==> config.mk <==
export PLATFORM = sky130hd
export DESIGN_NAME = position_input_conditioner
export DESIGN_NICKNAME = d
export VERILOG_FILES = /design/src/rtl/position_input_conditioner_pkg.sv /design/src/rtl/position_input_conditioner_debounce_channel.sv /design/src/rtl/position_input_conditioner.sv
export SDC_FILE = /design/constraint.sdc
export NUM_CORES = 1
export LEC_CHECK = 0
export BUFFER_PORTS_ARGS = -buffer_cell sky130_fd_sc_hd__buf_2
export CORE_MARGIN = 2
export CORE_UTILIZATION = 50
export DETAILED_ROUTE_END_ITERATION = 10
export GPL_TIMING_DRIVEN = 0
export HOLD_SLACK_MARGIN = 0.03
export PLACE_DENSITY = 0.66
export SYNTH_ARGS = -nofsm -noshare
export SYNTH_HDL_FRONTEND = slang
export SYNTH_SLANG_ARGS = --single-unit
export TNS_END_PERCENT = 5
==> constraint.sdc <==
create_clock -name clk -period 2.7 [get_ports clk]
set_input_delay 0.54 -clock clk [delete_from_list [all_inputs] [get_ports clk]]
set_output_delay 0.54 -clock clk [all_outputs]
set_load 0.05 [all_outputs]
==> src/rtl/position_input_conditioner_pkg.sv <==
// Shared encodings and helpers for the riding-position input conditioner.
// Flag vector layout is {seat, bar, tops, hoods, drops}.
package position_pkg;

  localparam logic [1:0] HAND_DROPS = 2'd0;
  localparam logic [1:0] HAND_HOODS = 2'd1;
  localparam logic [1:0] HAND_TOPS  = 2'd2;
  localparam logic [1:0] HAND_BAR   = 2'd3;

  localparam int IDX_DROPS = 0;
  localparam int IDX_HOODS = 1;
  localparam int IDX_TOPS  = 2;
  localparam int IDX_BAR   = 3;
  localparam int IDX_SEAT  = 4;
  localparam int NUM_FLAGS = 5;

  typedef struct packed {
    logic       valid;
    logic [1:0] pos;
    logic       conflict;
  } hand_res_t;

  function automatic logic [2:0] popcount4(input logic [3:0] flags);
    logic [2:0] cnt;
    cnt = 3'd0;
    for (int i = 0; i < 4; i++) begin
      cnt = cnt + {2'b00, flags[i]};
    end
    return cnt;
  endfunction

  // Highest-priority flag wins; an empty set encodes as drops with valid low.
  function automatic hand_res_t resolve_hand(input logic [3:0] flags);
    hand_res_t res;
    res.valid    = |flags;
    res.conflict = (popcount4(flags) >= 3'd2);
    if (flags[IDX_DROPS]) begin
      res.pos = HAND_DROPS;
    end else if (flags[IDX_HOODS]) begin
      res.pos = HAND_HOODS;
    end else if (flags[IDX_TOPS]) begin
      res.pos = HAND_TOPS;
    end else if (flags[IDX_BAR]) begin
      res.pos = HAND_BAR;
    end else begin
      res.pos = HAND_DROPS;
    end
    return res;
  endfunction

endpackage

==> src/rtl/position_input_conditioner_debounce_channel.sv <==
// One button channel: two-flop synchroniser followed by a stability counter.
// The clean flag only moves after DEBOUNCE_CYCLES consecutive mismatching samples.
module debounce_channel #(
  parameter int DEBOUNCE_CYCLES = 1_000_000
) (
  input  logic clk,
  input  logic rst_n,
  input  logic raw,
  output logic clean
);

  localparam int CW = $clog2(DEBOUNCE_CYCLES + 1);
  localparam logic [CW-1:0] CNT_LAST = CW'(DEBOUNCE_CYCLES - 1);

  logic          sync_q1_r;
  logic          sync_q2_r;
  logic          clean_r;
  logic [CW-1:0] cnt_r;
  logic [CW-1:0] cnt_next_s;
  logic          clean_next_s;

  // Synchroniser flops for the asynchronous button input
  always_ff @(posedge clk or negedge rst_n) begin
    if (!rst_n) begin
      sync_q1_r <= 1'b0;
      sync_q2_r <= 1'b0;
    end else begin
      sync_q1_r <= raw;
      sync_q2_r <= sync_q1_r;
    end
  end

  // Any return to the clean value restarts the stability count
  always_comb begin
    cnt_next_s   = cnt_r;
    clean_next_s = clean_r;
    if (sync_q2_r == clean_r) begin
      cnt_next_s = {CW{1'b0}};
    end else if (cnt_r == CNT_LAST) begin
      clean_next_s = sync_q2_r;
      cnt_next_s   = {CW{1'b0}};
    end else begin
      cnt_next_s = cnt_r + CW'(1);
    end
  end

  // Debounce counter and clean flag state
  always_ff @(posedge clk or negedge rst_n) begin
    if (!rst_n) begin
      cnt_r   <= {CW{1'b0}};
      clean_r <= 1'b0;
    end else begin
      cnt_r   <= cnt_next_s;
      clean_r <= clean_next_s;
    end
  end

  assign clean = clean_r;

endmodule

==> src/rtl/position_input_conditioner.sv <==
// Conditions five raw position buttons into clean flags, an encoded hand
// position with conflict/change indication, and a sustained-seat alarm.
module position_input_conditioner
  import position_pkg::*;
#(
  parameter int DEBOUNCE_CYCLES  = 1_000_000,
  parameter int SEAT_HOLD_CYCLES = 50_000_000
) (
  input  logic       clk,
  input  logic       rst_n,
  input  logic       drops_button,
  input  logic       hoods_button,
  input  logic       tops_button,
  input  logic       bar_button,
  input  logic       seat_button,
  output logic [4:0] pos_clean,
  output logic [1:0] hand_pos,
  output logic       hand_valid,
  output logic       hand_conflict,
  output logic       pos_change,
  output logic       seat_alarm
);

  localparam int SCW = $clog2(SEAT_HOLD_CYCLES + 1);
  localparam logic [SCW-1:0] SEAT_MAX = SCW'(SEAT_HOLD_CYCLES);

  logic [NUM_FLAGS-1:0] raw_s;
  logic [NUM_FLAGS-1:0] clean_s;

  hand_res_t      hand_next_s;
  logic           change_next_s;
  logic [1:0]     hand_pos_r;
  logic           hand_valid_r;
  logic           hand_conflict_r;
  logic           pos_change_r;

  logic [SCW-1:0] seat_cnt_r;
  logic [SCW-1:0] seat_cnt_next_s;
  logic           seat_alarm_r;

  assign raw_s = {seat_button, bar_button, tops_button, hoods_button, drops_button};

  for (genvar g = 0; g < NUM_FLAGS; g++) begin : g_chan
    debounce_channel #(
      .DEBOUNCE_CYCLES(DEBOUNCE_CYCLES)
    ) u_chan (
      .clk   (clk),
      .rst_n (rst_n),
      .raw   (raw_s[g]),
      .clean (clean_s[g])
    );
  end

  // Resolve hand flags and detect a change against the registered value
  always_comb begin
    hand_next_s   = resolve_hand(clean_s[IDX_BAR:IDX_DROPS]);
    change_next_s = ({hand_next_s.valid, hand_next_s.pos} != {hand_valid_r, hand_pos_r});
  end

  // Hand resolver output registers
  always_ff @(posedge clk or negedge rst_n) begin
    if (!rst_n) begin
      hand_pos_r      <= HAND_DROPS;
      hand_valid_r    <= 1'b0;
      hand_conflict_r <= 1'b0;
      pos_change_r    <= 1'b0;
    end else begin
      hand_pos_r      <= hand_next_s.pos;
      hand_valid_r    <= hand_next_s.valid;
      hand_conflict_r <= hand_next_s.conflict;
      pos_change_r    <= change_next_s;
    end
  end

  // Seat hold counter saturates so the alarm stays up while seated
  always_comb begin
    seat_cnt_next_s = seat_cnt_r;
    if (!clean_s[IDX_SEAT]) begin
      seat_cnt_next_s = {SCW{1'b0}};
    end else if (seat_cnt_r == SEAT_MAX) begin
      seat_cnt_next_s = SEAT_MAX;
    end else begin
      seat_cnt_next_s = seat_cnt_r + SCW'(1);
    end
  end

  // Seat counter and alarm registers
  always_ff @(posedge clk or negedge rst_n) begin
    if (!rst_n) begin
      seat_cnt_r   <= {SCW{1'b0}};
      seat_alarm_r <= 1'b0;
    end else begin
      seat_cnt_r   <= seat_cnt_next_s;
      seat_alarm_r <= (seat_cnt_next_s == SEAT_MAX);
    end
  end

  assign pos_clean     = clean_s;
  assign hand_pos      = hand_pos_r;
  assign hand_valid    = hand_valid_r;
  assign hand_conflict = hand_conflict_r;
  assign pos_change    = pos_change_r;
  assign seat_alarm    = seat_alarm_r;

endmodule

==> results of run 1 <==
## routing by layer
metal / part of all wire [%] / GRT usage (%) / up-vias
li1: - / - / 2512
met1: 48 / 23.6 / 2450
met2: 49 / 30.1 / 38
met3: 2.0 / 4.76 / 9
met4: 0.84 / 7.53 / 0
met5: 0 / 0 / -
## layout by cell type, fill, tap and decap left out, drive strengths merged, types with 2 or more instances in the layout
master	count
nor2	157
dfrtp	147
xor2	63
xnor2	57
nand3	52
nand2	50
clkbuf	33
inv	30
buf	30
nand4	25
nor3	21
and3	17
nor4	12
o21ai	10
ha	8
nor4b	8
or2	7
bufinv	6
and4	5
clkinv	4
nand4b	3
or3	3
a21oi	3
and2	3
mux2i	3
nor4bb	2
nand3b	2
nand2b	2
a221o	2
or4	2
## layout make-up
class                      count  area share [%]
buffer                        25            1.79
clock buffer                  20            5.34
clock inverter                12            2.78
inverter                      29            1.33
multi-input combinational    529            39.6
sequential                   147            45.0
tap                          180            2.75
timing repair buffer          18            1.45
## logic make-up (layout without fill, tap and decap cells)
group | after synthesis | after routing
flip-flops | 147 | 147
AND/OR/NAND/NOR | 374 | 374
buffers and inverters | 54 | 104
AO/OA/AOI/OAI | 22 | 22
multiplexers | 4 | 4
XOR/XNOR | 120 | 120
adder cells (fa/ha/maj) | 9 | 9
## registers in the layout, summed over array words and instances, names as in the netlist
| register | flops |
|---|---|
| hand_conflict | 1 |
| seat_alarm | 1 |
| g_chan.u_chan.sync_q1_r | 5 |
| g_chan.u_chan.cnt_r | 100 |
| hand_valid | 1 |
| hand_pos | 2 |
| g_chan.u_chan.clean | 5 |
| pos_change | 1 |
| g_chan.u_chan.sync_q2_r | 5 |
| seat_cnt_r | 26 |
## power groups by stage
stage               Sequential (mW)  Combinational [mW]  Clock (mW)
floorplan                      2.29              0.0504           0
global placement               2.29               0.109           0
detailed placement             2.29               0.118           0
CTS                            2.25               0.119        2.70
global route                   2.25               0.134        2.80
finish                         2.25               0.113        2.64
## worst min path at each step
stage	end	slack (ns)	cells past startpoint
final	g_chan[4].u_chan.cnt_r[8]	0.08	1
after CTS	g_chan[4].u_chan.cnt_r[8]	0.09	1
after floorplan	g_chan[0].u_chan.clean	0.24	0
after detailed placement	g_chan[4].u_chan.sync_q2_r	0.34	0
after global placement	g_chan[0].u_chan.sync_q2_r	0.33	0
after global routing	g_chan[4].u_chan.cnt_r[8]	0.11	1
## worst max-delay path: cells and delay by family (launching register included)
kind	cells	cell delay [ns]
DFF	1	0.45
and+or+nand+nor	5	1.53
AOI/OAI and AO/OA	1	0.14
adders and majority gates	1	0.29
## per-stage QoR
step	utilization [%]	hold slack, ns	cell area, um2	instances
after detailed placement	53.9	0.336	7510	928
after global routing	58.7	0.106	8180	960
after CTS	58.7	0.0889	8180	960
after global placement	53.7	0.333	7480	927
final	58.7	0.0820	8180	960
after floorplan	-	0.244	7170	730
==> results.sh, run 1 <==
export IMPL_die_w_um=124
export IMPL_fmax_mhz=397
export IMPL_yosys_most_used_dff="dfrtp_1"
export IMPL_cts_setup_buffers=0
export IMPL_synth_xor_area_share_pct=14.7
export IMPL_start_util_pct=51.5
export IMPL_regToRegStartpoint="seat_cnt_r[0]"
export IMPL_fin_ws_ns=0.180
export IMPL_cp_arrival_ns=2.83
export IMPL_grt_remaining_overflow=0
export IMPL_syn_area_per_cell_um2=9.82
export IMPL_synthMuxAreaShare_pct=0.576
export IMPL_ios=18
export IMPL_pre_cts_ws_ns=0.215
export IMPL_synth_common_cells="nor2_1, dfrtp_1, xor2_1, xnor2_1, nand3_1"
export IMPL_intPower_mw=4.00
export IMPL_startpoint="seat_cnt_r[0]"
export IMPL_final_nets=783
export IMPL_cts_inserted_buffers=17
export IMPL_path_clk_slew_ns=0.06
export IMPL_slew_viol_final=0
export IMPL_synth_nets=746
export IMPL_hp_class="input pin to asynchronous set/reset pin"
export IMPL_synth_compound_area_share_pct=1.99
export IMPL_synth_top_family_by_area="simple AND/OR/NAND/NOR gates"
export IMPL_setup_tns_ns=0
export IMPL_synth_adder_area_share_pct=1.68
export IMPL_cts_hold_buf=0
export IMPL_cts_num_sinks=147
export IMPL_outcome="completed"
export IMPL_first_iter_violations=370
export IMPL_layout_drive_gt1_share_pct=10.0
export IMPL_hold_viol=0
export IMPL_grt_start_max_net_pins=94
export IMPL_crit_slowest_cell="nor4_2"
export IMPL_start_kind="flip-flop"
export IMPL_ir_drop_v=0.000462
export IMPL_gp_congestion=0.836
export IMPL_ant_nets=0
export IMPL_die_h_um=124
export IMPL_portBuffers=17
export IMPL_grtUsageTotal_pct=18.5
export IMPL_power_leakage_nw=3.48
export IMPL_ys_async_sr_fraction_pct=100
export IMPL_wirelength_um=13000
export IMPL_slew_limit_headroom_pct=60.3
export IMPL_synth_cell_type_count=54
export IMPL_synthTopCellsByArea="dfrtp_1, nor2_1, xor2_1"
export IMPL_fin_worst_skew_ns=0.0105
export IMPL_fp_row_count=43
export IMPL_n_antenna_cell=0
export IMPL_fin_crit_ns=2.52
export IMPL_syn_inst=730
export IMPL_wire_per_inst_um=13.5
export IMPL_synth_seq_cells=147
export IMPL_r2r_end="seat_alarm"
export IMPL_grt_pass1_vias=4928
export IMPL_cts_root_buf="clkbuf_16"
export IMPL_pwr_share_comb_pct=2.3
export IMPL_synth_most_common_cell="nor2_1"
export IMPL_drc=0
export IMPL_insertion_delay_ns=0.42
export IMPL_dieArea_um2=15300
export IMPL_synth_top_area_cell="dfrtp_1"
export IMPL_synth_warnings=0
export IMPL_synth_top_cell_area_share_pct=51.3
export IMPL_regArea_um2=3680
export IMPL_first_pass_iters=4
export IMPL_clkPwrFrac_pct=52.7
export IMPL_vias=5009
export IMPL_cp_max_fo=6
export IMPL_p_sw_mw=1.00
export IMPL_multiInputGateArea_um2=3240
export IMPL_netSwitchingFraction_pct=20.0
export IMPL_reg2regPathDepth=7
export IMPL_period_share_pct=93.3
export IMPL_synth_edf_count=0
export IMPL_dp_hpwl_um=8940
export IMPL_cts_buffer_depth=2
export IMPL_slowest_delay_ns=0.56
export IMPL_tightest_slew_ns=0.591
export IMPL_cts_resized=0
export IMPL_drv_cap=0
export IMPL_syn_area_um2=7170
export IMPL_powerDensity_nw_per_um2=612
export IMPL_regToRegSetupSlack_ns=0.18
export IMPL_coreArea_um2=13900
export IMPL_fillers=1199
export IMPL_endpoint="seat_alarm"
export IMPL_antenna_found_initial=0
export IMPL_htreeDepth=4
export IMPL_synth_simple_gate_area_share_pct=26.2
export IMPL_synthToLayoutAreaGrowth_pct=14.1
export IMPL_setup_viol=0
export IMPL_worstSetupEndpointType="flip-flop"
export IMPL_worstSetupPathType="flip-flop to flip-flop"
export IMPL_cts_tree="done"
export IMPL_power_frac_seq_pct=45.0
export IMPL_ys_seq_area_share_pct=51.3
export IMPL_via_per_inst=5.22
export IMPL_worstPathRequired_ns=3.01
export IMPL_rsz0062_at_grt="no"
export IMPL_crit_chain="ha_1, nand4_2, nor4_2, and4b_1, o21a_1, nand4b_1, nor4b_4"
export IMPL_total_power_mw=5.00
export IMPL_grt_pass1_wl_um=22200
(Power assumes the default switching activity.)
==> inputs of run 2 (changes only) <==
==> constraint.sdc (replaced) <==
create_clock -name clk -period 2.7 [get_ports clk]
set_input_delay 0.27 -clock clk [delete_from_list [all_inputs] [get_ports clk]]
set_output_delay 0.27 -clock clk [all_outputs]
set_load 0.05 [all_outputs]
==> run 2 against run 1 <==
Effect of this change:
- routed wire length is 0.10% lower
- hold slack better by 0.27 ns
- cell area increased by 0.73%
- clock-buffer cell count unchanged
- cell count is 0.63% higher
- largest cell class unchanged
==> results.sh, run 2 (same netlist as run 1, synthesis figures left out) <==
export IMPL_grt_remaining_overflow=0
export IMPL_n_antenna_cell=0
export IMPL_layout_drive_gt1_share_pct=9.92
export IMPL_cts_inserted_buffers=17
export IMPL_start_kind="flip-flop"
export IMPL_reg_top3="g_chan.u_chan.cnt_r (100), seat_cnt_r (26)"
export IMPL_drc=0
export IMPL_setup_viol=0
export IMPL_cts_buffer_depth=2
export IMPL_dp_hpwl_um=8940
export IMPL_worstPathRequired_ns=3.01
export IMPL_fin_ws_ns=0.191
export IMPL_ir_drop_v=0.000462
export IMPL_cts_resized=0
export IMPL_dieArea_um2=15300
export IMPL_slew_limit_headroom_pct=60.2
export IMPL_worstSetupEndpointType="flip-flop"
export IMPL_vias=5032
export IMPL_fin_worst_skew_ns=0.00935
export IMPL_fin_crit_ns=2.51
export IMPL_path_clk_slew_ns=0.06
export IMPL_insertion_delay_ns=0.41
export IMPL_pre_cts_ws_ns=0.215
export IMPL_grt_start_max_net_pins=94
export IMPL_fillers=1193
export IMPL_final_nets=789
export IMPL_wire_per_inst_um=13.4
export IMPL_final_cell_mix="nor2_1, dfrtp_1, xor2_1"
export IMPL_synthToLayoutAreaGrowth_pct=14.9
export IMPL_tightest_slew_ns=0.592
export IMPL_drv_cap=0
export IMPL_cp_max_fo=6
export IMPL_final_util_pct=59.1
export IMPL_hold_path_depth=0
export IMPL_fmax_mhz=399
export IMPL_routed_wl_met3_um=247
export IMPL_start_util_pct=51.5
export IMPL_wirelength_um=13000
export IMPL_dr_wl_met2_um=6400
export IMPL_die_w_um=124
export IMPL_portBuffers=17
export IMPL_setup_tns_ns=0
export IMPL_first_pass_iters=4
export IMPL_cts_num_sinks=147
export IMPL_rsz0062_at_grt="no"
export IMPL_powerDensity_nw_per_um2=607
export IMPL_hp_class="flip-flop to flip-flop"
export IMPL_first_iter_violations=348
export IMPL_die_h_um=124
export IMPL_dpl_cell_area_um2=7510
export IMPL_cts_tree="done"
export IMPL_ios=18
export IMPL_grtUsageTotal_pct=18.5
export IMPL_hold_viol=0
export IMPL_fp_row_count=43
export IMPL_slew_viol_final=0
export IMPL_reg2regPathDepth=7
export IMPL_outcome="completed"
export IMPL_largest_register="g_chan.u_chan.cnt_r"
export IMPL_coreArea_um2=13900
export IMPL_worstSetupPathType="flip-flop to flip-flop"
export IMPL_maxUsedRoutingLayer="met4"
export IMPL_grt_pass1_wl_um=22300
export IMPL_power_leakage_nw=3.50
export IMPL_fin_area_um2=8240
export IMPL_largest_reg_flops=100
export IMPL_gp_congestion=0.836
export IMPL_hold_ws_ns=0.352
export IMPL_final_common_cell="nor2_1"
export IMPL_cts_root_buf="clkbuf_16"
export IMPL_wl_met1_um=6200
export IMPL_antenna_found_initial=0
export IMPL_period_share_pct=92.9
export IMPL_htreeDepth=4
export IMPL_grt_pass1_vias=4934
export IMPL_cp_arrival_ns=2.82
export IMPL_ant_nets=0
export IMPL_via_per_inst=5.21
[run 2: power by group]
group | switching (mW) | internal, mW | total, mW
Combinational | 0.0822 | 0.0371 | 0.119
Sequential | 0.0220 | 2.23 | 2.25
Clock | 0.895 | 1.74 | 2.63
Total | 0.999 | 4.01 | 5.00
[run 2: per-stage QoR]
stage	cells	power [mW]
final	966	5.00
after detailed placement	928	2.41
after global routing	966	5.19
after CTS	966	5.07
after floorplan	730	2.34
after global placement	927	2.40
[run 2: layer usage]
metal	GRT usage, %	vias to the layer above
li1	-	2523
met1	23.6	2466
met2	30.2	34
met3	4.76	9
met4	7.53	0
met5	0	-
[run 2: what timing repair did]
action	CTS	global route
endpoints found under the hold margin	59	0
setup buffers	0	0
hold buffers	6	0
[run 2: path summary, 6_finish.rpt]
| kind | to | start | slack (ns) |
|---|---|---|---|
| worst max-delay path | seat_alarm | seat_cnt_r[0] | 0.19 |
| worst min-delay path | g_chan[2].u_chan.sync_q2_r | g_chan[2].u_chan.sync_q1_r | 0.35 |
| worst max register to register | seat_alarm | seat_cnt_r[0] | 0.19 |
| worst min register to register | g_chan[2].u_chan.sync_q2_r | g_chan[2].u_chan.sync_q1_r | 0.35 |
| max in group asynchronous | hand_valid | rst_n | 1.49 |
| min in group asynchronous | g_chan[4].u_chan.cnt_r[8] | rst_n | 0.39 |
[run 2: critical path, stage by stage (launching register included)]
cell,delay (ns)
dfrtp_1,0.45
ha_1,0.29
nand4_2,0.21
nor4_2,0.55
and4b_1,0.28
o21a_1,0.14
nand4b_1,0.17
nor4b_4,0.31
[run 2: final cells by class]
type                       count  area [um2]  share of cell area [%]
inverter                      29         109                    1.32
sequential                   147        3680                    44.6
multi-input combinational    529        3240                    39.3
tap                          180         225                    2.73
clock inverter                12         228                    2.76
timing repair buffer          24         179                    2.17
clock buffer                  20         437                    5.30
buffer                        25         146                    1.78
==> inputs of run 3 (changes only) <==
- clock period: 2.7 -> 2.4 ns (I/O delays scaled with it)
==> run 3 against run 2 <==
Effect of this change:
- clock skew grew 0.0015 ns
- non-clock buffer count shrank 1
- global-route usage is the same
- first-iteration DRC count shrank 6.0%
- power grew 13%
- cell count shrank 0.10%
- utilization grew 0.099 points
- hold slack lost 0.0017 ns
- register-to-register slack lost 0.10 ns
- fmax grew 8.5%
- sequential cell count is the same
- clock-buffer cell count is the same
- largest cell class unchanged
==> results.sh, run 3 (same netlist as run 1, synthesis figures left out) <==
export IMPL_start_kind="flip-flop"
export IMPL_antenna_found_initial=0
export IMPL_setup_viol=0
export IMPL_p_sw_mw=1.13
export IMPL_worstPathRequired_ns=2.72
export IMPL_n_antenna_cell=0
export IMPL_pwr_share_comb_pct=2.4
export IMPL_slew_limit_headroom_pct=58.4
export IMPL_grtUsageTotal_pct=18.5
export IMPL_cts_num_sinks=147
export IMPL_cp_max_fo=6
export IMPL_hp_class="input pin to asynchronous set/reset pin"
export IMPL_crit_slowest_cell="dfrtp_1"
export IMPL_cp_top_family="simple AND/OR/NAND/NOR gates"
export IMPL_grt_pass1_vias=4929
export IMPL_cts_buffer_depth=2
export IMPL_cp_num_buf_inv=0
export IMPL_setup_tns_ns=0
export IMPL_power_frac_seq_pct=44.9
export IMPL_htreeDepth=4
export IMPL_crit_chain="ha_1, nand4_2, or2_1, nor4_1, a211o_1, o2111ai_1, nor4b_4"
export IMPL_drc=0
export IMPL_die_w_um=124
export IMPL_worstSetupEndpointType="flip-flop"
export IMPL_powerDensity_nw_per_um2=683
export IMPL_cts_tree="done"
export IMPL_stdcell_count=965
export IMPL_cp_arrival_ns=2.63
export IMPL_first_iter_violations=327
export IMPL_cts_setup_buffers=0
export IMPL_reg_top3="g_chan.u_chan.cnt_r (100), seat_cnt_r (26)"
export IMPL_slowest_delay_ns=0.46
export IMPL_power_leakage_nw=3.53
export IMPL_grt_remaining_overflow=0
export IMPL_grt_start_max_net_pins=94
export IMPL_cts_inserted_buffers=17
export IMPL_regToRegStartpoint="seat_cnt_r[0]"
export IMPL_path_clk_slew_ns=0.06
export IMPL_worstSetupPathType="flip-flop to flip-flop"
export IMPL_fin_worst_skew_ns=0.0109
export IMPL_fillers=1193
export IMPL_insertion_delay_ns=0.42
export IMPL_fp_row_count=43
export IMPL_regArea_um2=3680
export IMPL_cts_root_buf="clkbuf_16"
export IMPL_final_cell_mix="nor2_1, dfrtp_1, xor2_1"
export IMPL_largest_reg_flops=100
export IMPL_dp_cells=928
export IMPL_outcome="completed"
export IMPL_largest_register="g_chan.u_chan.cnt_r"
export IMPL_final_common_cell="nor2_1"
export IMPL_slew_viol_final=0
export IMPL_start_util_pct=51.5
export IMPL_tightest_slew_ns=0.623
export IMPL_startpoint="seat_cnt_r[0]"
export IMPL_dp_hpwl_um=8940
export IMPL_netSwitchingFraction_pct=20.1
export IMPL_rsz0062_at_grt="yes"
export IMPL_synthToLayoutAreaGrowth_pct=15.1
export IMPL_final_nets=788
export IMPL_die_h_um=124
export IMPL_wire_per_inst_um=13.5
export IMPL_via_per_inst=5.26
export IMPL_gp_congestion=0.836
export IMPL_coreArea_um2=13900
export IMPL_fmax_mhz=432
export IMPL_dieArea_um2=15300
export IMPL_wirelength_um=13000
export IMPL_intPower_mw=4.51
export IMPL_period_share_pct=96.4
export IMPL_total_power_mw=5.64
export IMPL_ios=18
export IMPL_fin_crit_ns=2.31
export IMPL_ir_drop_v=0.000520
export IMPL_vias=5076
export IMPL_portBuffers=17
export IMPL_hold_viol=0
export IMPL_grt_pass1_wl_um=22300
export IMPL_multiInputGateArea_um2=3250
export IMPL_drv_cap=0
export IMPL_layout_drive_gt1_share_pct=10.6
export IMPL_clkPwrFrac_pct=52.7
export IMPL_ant_nets=0
export IMPL_first_pass_iters=5
## run 3: cell types whose count changed in the layout (fill, tap and decap cells not counted), sizes merged
| cell | previous run | this run |
|---|---|---|
| clkbuf | 33 | 32 |
## run 3: routing by layer
layer / share of wire, % / vias to the layer above / GRT usage [%]
met5: 0 / - / 0
met4: 1.3 / 0 / 7.24
met3: 2.4 / 16 / 4.76
met2: 49 / 56 / 30.3
met1: 47 / 2481 / 23.6
li1: - / 2523 / -
## run 3: worst paths after layout
kind	to	slack (ns)	cells after the start
setup / recovery	seat_alarm	0.09	7
hold / removal	g_chan[4].u_chan.cnt_r[8]	0.35	2
setup reg to reg	seat_alarm	0.09	7
hold reg to reg	g_chan[2].u_chan.sync_q2_r	0.35	0
max in group asynchronous	hand_valid	1.23	3
min in group clk	g_chan[2].u_chan.sync_q2_r	0.35	0
## run 3: power by group through the flow
stage / sequential, mW / clock (mW) / combinational [mW]
4_1_cts: 2.53 / 3.03 / 0.141
5_1_grt: 2.54 / 3.15 / 0.159
3_5_place_dp: 2.58 / 0 / 0.133
2_1_floorplan: 2.57 / 0 / 0.0567
6_report: 2.53 / 2.97 / 0.135
3_3_place_gp: 2.58 / 0 / 0.123
## run 3: final cells by class
class                           count  share of cell area [%]
Inverter                           29                    1.32
Multi-Input combinational cell    529                    39.4
Buffer                             24                    1.79
Sequential cell                   147                    44.6
Tap cell                          180                    2.73
Clock buffer                       20                    5.29
Clock inverter                     12                    2.76
Timing Repair Buffer               24                    2.17
## run 3: worst reg2reg max path, stage by stage, from the launching register on
cell and delay, ns:
dfrtp_1 0.46, ha_1 0.29, nand4_2 0.23, or2_1 0.36
nor4_1 0.31, a211o_1 0.16, o2111ai_1 0.16, nor4b_4 0.25
## run 3: metrics by stage
stage	instance area [um2]	worst slack (ns)	hold slack (ns)	util (%)
final	8250	0.0865	0.350	59.2
after global routing	8250	-0.0468	0.360	59.2
after CTS	8250	0.0108	0.352	59.2
after detailed placement	7510	-0.0845	0.238	53.9
after global placement	7480	-0.958	0.333	53.7
after floorplan	7170	0.278	-0.0556	-
## run 3: what timing repair did
item                                    4_1_cts  5_1_grt
endpoints found under the setup margin        1       44
endpoints found under the hold margin        59        0
pin swaps                                     0        1
hold buffers                                  6        0
gates resized for setup                       2        8
